## src/rtl/axi_llc_lock_gate.sv

```systemverilog
// Holds one LLC descriptor, waits for the lock box to report its line unlocked, strobes the lock, then forwards it.
// Latency accept -> lock_req 1 cycle -> out_valid 2 cycles; stalls in CHECK while locked_i, holds payload in SEND until out_ready_i.
module axi_llc_lock_gate #(
  parameter int unsigned IndexLength      = 8,
  parameter int unsigned SetAssociativity = 8,
  parameter int unsigned StallCntWidth    = 8,
  parameter int unsigned WatchdogThr      = 200
) (
  input  logic                        clk_i,
  input  logic                        rst_i,
  input  logic                        desc_valid_i,
  input  logic [IndexLength-1:0]      desc_index_i,
  input  logic [SetAssociativity-1:0] desc_way_i,
  output logic                        desc_ready_o,
  output logic [IndexLength-1:0]      lock_index_o,
  output logic [SetAssociativity-1:0] lock_way_o,
  output logic                        lock_req_o,
  input  logic                        locked_i,
  output logic                        out_valid_o,
  output logic [IndexLength-1:0]      out_index_o,
  output logic [SetAssociativity-1:0] out_way_o,
  input  logic                        out_ready_i,
  output logic [StallCntWidth-1:0]    max_stall_o,
  output logic                        watchdog_o
);

  typedef enum logic [1:0] {IDLE, CHECK, SEND} state_e;

  localparam logic [StallCntWidth-1:0] StallMax = '1;
  localparam logic [StallCntWidth-1:0] WdThr    = StallCntWidth'(WatchdogThr);

  state_e                        state_q, state_d;
  logic [IndexLength-1:0]        index_q;
  logic [SetAssociativity-1:0]   way_q;
  logic [StallCntWidth-1:0]      stall_cnt_q;
  logic [StallCntWidth-1:0]      max_stall_q;
  logic                          watchdog_q;
  logic                          accept;
  logic                          stall_inc;
  logic                          leave_check;

  always_comb begin
    state_d      = state_q;
    desc_ready_o = 1'b0;
    lock_req_o   = 1'b0;
    out_valid_o  = 1'b0;
    accept       = 1'b0;
    stall_inc    = 1'b0;
    leave_check  = 1'b0;
    unique case (state_q)
      IDLE: begin
        desc_ready_o = 1'b1;
        if (desc_valid_i) begin
          accept  = 1'b1;
          state_d = CHECK;
        end
      end
      CHECK: begin
        if (locked_i) begin
          stall_inc = 1'b1;
        end else begin
          lock_req_o  = 1'b1;
          leave_check = 1'b1;
          state_d     = SEND;
        end
      end
      SEND: begin
        out_valid_o = 1'b1;
        if (out_ready_i) state_d = IDLE;
      end
      default: state_d = IDLE;
    endcase
    // Handshake outputs are forced low for the whole reset cycle, not just after the edge.
    if (rst_i) begin
      desc_ready_o = 1'b0;
      lock_req_o   = 1'b0;
      out_valid_o  = 1'b0;
    end
  end

  always_ff @(posedge clk_i) begin
    if (rst_i) begin
      state_q     <= IDLE;
      index_q     <= '0;
      way_q       <= '0;
      stall_cnt_q <= '0;
      max_stall_q <= '0;
      watchdog_q  <= 1'b0;
    end else begin
      state_q <= state_d;
      if (accept) begin
        index_q     <= desc_index_i;
        way_q       <= desc_way_i;
        stall_cnt_q <= '0;
      end else if (stall_inc && stall_cnt_q != StallMax) begin
        stall_cnt_q <= stall_cnt_q + 1'b1;
      end
      if (leave_check && stall_cnt_q > max_stall_q) begin
        max_stall_q <= stall_cnt_q;
      end
      if (stall_cnt_q >= WdThr) begin
        watchdog_q <= 1'b1;
      end
    end
  end

  assign lock_index_o = index_q;
  assign lock_way_o   = way_q;
  assign out_index_o  = index_q;
  assign out_way_o    = way_q;
  assign max_stall_o  = max_stall_q;
  assign watchdog_o   = watchdog_q;

endmodule

```

## config.mk

```make
export PLATFORM = sky130hd
export DESIGN_NAME = axi_llc_lock_gate
export DESIGN_NICKNAME = d
export VERILOG_FILES = /design/src/rtl/axi_llc_lock_gate.sv
export SDC_FILE = /design/constraint.sdc
export NUM_CORES = 1
export LEC_CHECK = 0
export ABC_AREA = 0
export CORE_MARGIN = 4
export CORE_UTILIZATION = 40
export CTS_CLUSTER_DIAMETER = 60
export DETAILED_ROUTE_END_ITERATION = 8
export PLACE_DENSITY = 0.81
export SETUP_SLACK_MARGIN = 0.5
export SYNTH_ARGS = -nofsm -noshare
export SYNTH_HDL_FRONTEND = slang
export SYNTH_SLANG_ARGS = --single-unit
```

## constraint.sdc

```tcl
create_clock -name clk_i -period 1.85 [get_ports clk_i]
set_input_delay 0.2775 -clock clk_i [delete_from_list [all_inputs] [get_ports clk_i]]
set_output_delay 0.2775 -clock clk_i [all_outputs]
set_load 0.005 [all_outputs]
```

==> results.yml <==
hold_path:
  hold_class: "register to register"
route:
  antenna_left: 0
  dr.pass1.iters: 4
  finalWirelength_um: 4900
  wl_per_cell_um: 14.3
  viasPerCell: 4.89
  post-route-drc-count: 0
  drtIter0Drc: 74
  num_vias: 1671
global_routing:
  grt_max_degree: 24
  track_usage_pct: 18.3
  grt_overflow: 0
  antenna_found_initial: 0
  grt_pass1_wl_um: 7880
  grt_pass1_vias: 1661
clocking:
  holdBufCountCts: 0
  cts_tree: "built"
  clk_latency_ns: 0.29
  path_clk_slew_ns: 0.07
  htree_levels: 2
  cts_sinks: 35
  clockRootBuffer: "clkbuf_8"
  clock_path_buffers: 2
  cts_made_buffers: 5
timing:
  maxSlewHeadroom_pct: 78.4
  max_freq_mhz: 567
  finalHoldViolations: 0
  tightest_slew_ns: 0.324
  period_share_pct: 95.3
  setup_viol: 0
  min_period_ns: 1.76
  drv_slew: 0
  clock-skew-final_ns: 0.0110
  rsz0062_at_grt: "true"
  setup_ws_ns: 0.0870
die:
  die-area_um2: 5540
  dieWidth_um: 74.4
  die_h_um: 74.4
  initial_utilization_pct: 42.6
  coreArea_um2: 4140
  num_io_pins: 65
  fp-row-count: 23
setup_path:
  cp.arrival_ns: 1.97
  cp_top_family: "compound AO/OA/AOI/OAI gates"
  path_cells: "inv_2, ha_4, a21oi_2, o21a_1, a211o_1, a31oi_4, buf_12, mux2i_1"
  cp_max_fo: 8
  required_ns: 2.06
  slowest_stage: "dfxtp_2"
  crit_buf_inv: 2
  cpPeakStageDelay_ns: 0.34
  start_kind: "register"
  end_kind: "register"
  critPathKind: "register to register"
synth:
  ys_seq_elements: 35
  ys_warn_count: 0
  netlist_area_um2: 1760
  synthCells: 209
  synth_edf_count: 0
  seq_area_frac_synth_pct: 39.7
  synth_ff_type: "dfxtp_1"
  synthArstFlopShare_pct: 0
  synth_cell_types: 29
  syn_avg_cell_area_um2: 8.44
  syn_nets: 240
place:
  dpl_worst_slack_ns: 0.0396
  hpwlAfterDp_um: 3350
  finalWeightedCongestion: 0.790
  port_buffers: 64
pwr:
  p_per_area_nw_per_um2: 621
  ir_worst_vdd_uv: 331
  p_leak_uw: 0.00128
final_layout:
  utilization_pct: 69.6
  layout.nets: 322
  syn_to_final_growth_pct: 63.4
  final_cell_mix: "42 x dlygate4sd2_1, 36 x nand2_1, 27 x dfxtp_2, 25 x buf_4, 20 x a21oi_1"
  final_layout_size_suffix_gt1_share_pct: 34.2
  antenna_cells: 0
  final_common_cell: "dlygate4sd2_1"
job:
  drv_cap: 0
outcome:
  status: "finished, final reports clean"
[report_power, final]
part | switching [uW] | internal [uW] | leakage, uW
registers | 16.6 | 781 | 0.000298
clock network | 281 | 436 | 0.0000612
logic | 116 | 161 | 0.000924
total | 413 | 1380 | 0.00128
[per-layer routing]
layer / share of wire (%) / vias to the layer above / global-route usage (%)
met5: 0 / - / 0
met4: 2.0 / 0 / 4.35
li1: - / 833 / -
met2: 48 / 67 / 32.4
met3: 7.3 / 11 / 4.46
met1: 42 / 760 / 22.4
[repair_timing]
action / 4_1_cts / 5_1_grt
pin swaps: 10 / 8
hold endpoints to repair: 0 / 0
endpoints found under the setup margin: 60 / 29
resized for setup: 89 / 14
cloned: 1 / 1
setup buffers: 14 / 2
[worst reg2reg max path, delay by kind of cell (launching register included)]
family                     cells  cell delay [ns]
DFF                            1             0.34
adders and majority gates      1             0.26
buffers and inverters          2             0.19
muxes                          1             0.18
AOI/OAI and AO/OA              4             0.71
[area by class of cell]
cell class	instances	area, um^2
Timing Repair Buffer	99	903
Multi-Input combinational cell	139	1020
Sequential cell	35	742
Tap cell	50	62.6
Clock buffer	6	82.6
Clock inverter	2	35.0
Fill cell	312	1260
Inverter	11	41.3
[worst paths after layout]
path,startpoint,depth (start not counted),end,slack (ns)
hold / removal,lock_way_o[2],2,lock_way_o[2],0.46
setup / recovery,max_stall_o[5],8,max_stall_o[3],0.09
hold reg to reg,lock_way_o[2],2,lock_way_o[2],0.46
setup reg to reg,max_stall_o[5],8,max_stall_o[3],0.09
[kinds of logic after synthesis]
logic type / after synthesis / synth area share (%)
multiplexers: 10 / 5.67
AO/OA/AOI/OAI: 28 / 10.6
adder cells (fa/ha/maj): 10 / 7.09
buffers and inverters: 35 / 10.9
AND/OR/NAND/NOR: 85 / 23.1
flip-flops: 35 / 39.7
XOR/XNOR: 6 / 2.98
[synthesized netlist by cell type, types with 2 or more instances]
master / n / area share [%]
nand2_1: 37 / 7.9
dfxtp_1: 35 / 40
a21oi_1: 21 / 6.0
nand2b_1: 17 / 6.0
buf_4: 16 / 6.8
nor2_1: 13 / 2.8
inv_1: 11 / 2.3
ha_1: 10 / 7.1
mux2i_1: 10 / 5.7
clkbuf_1: 8 / 1.7
xnor2_1: 6 / 3.0
nor3_1: 4 / 1.1
nand3_1: 3 / 0.85
nand4_1: 2 / 0.71
or3_1: 2 / 0.71
[registers in the layout (all words and copies together) (netlist names)]
register      count
watchdog_o        1
state_q           2
lock_way_o        8
max_stall_o       8
lock_index_o      8
stall_cnt_q       8
[per-stage QoR]
stage / TNS (ns) / hold WS, ns / instances / cell area, um^2 / power, uW
after global routing: -0.0140 / 0.473 / 342 / 2880 / 1860
final: 0 / 0.457 / 342 / 2880 / 1790
after floorplan: 0 / 0.413 / 209 / 1810 / 931
after global placement: 0 / 0.455 / 316 / 2510 / 1060
after detailed placement: 0 / 0.463 / 316 / 2510 / 1070
after CTS: 0 / 0.461 / 339 / 2830 / 1790
No activity file was read; power rests on OpenSTA's default activity.
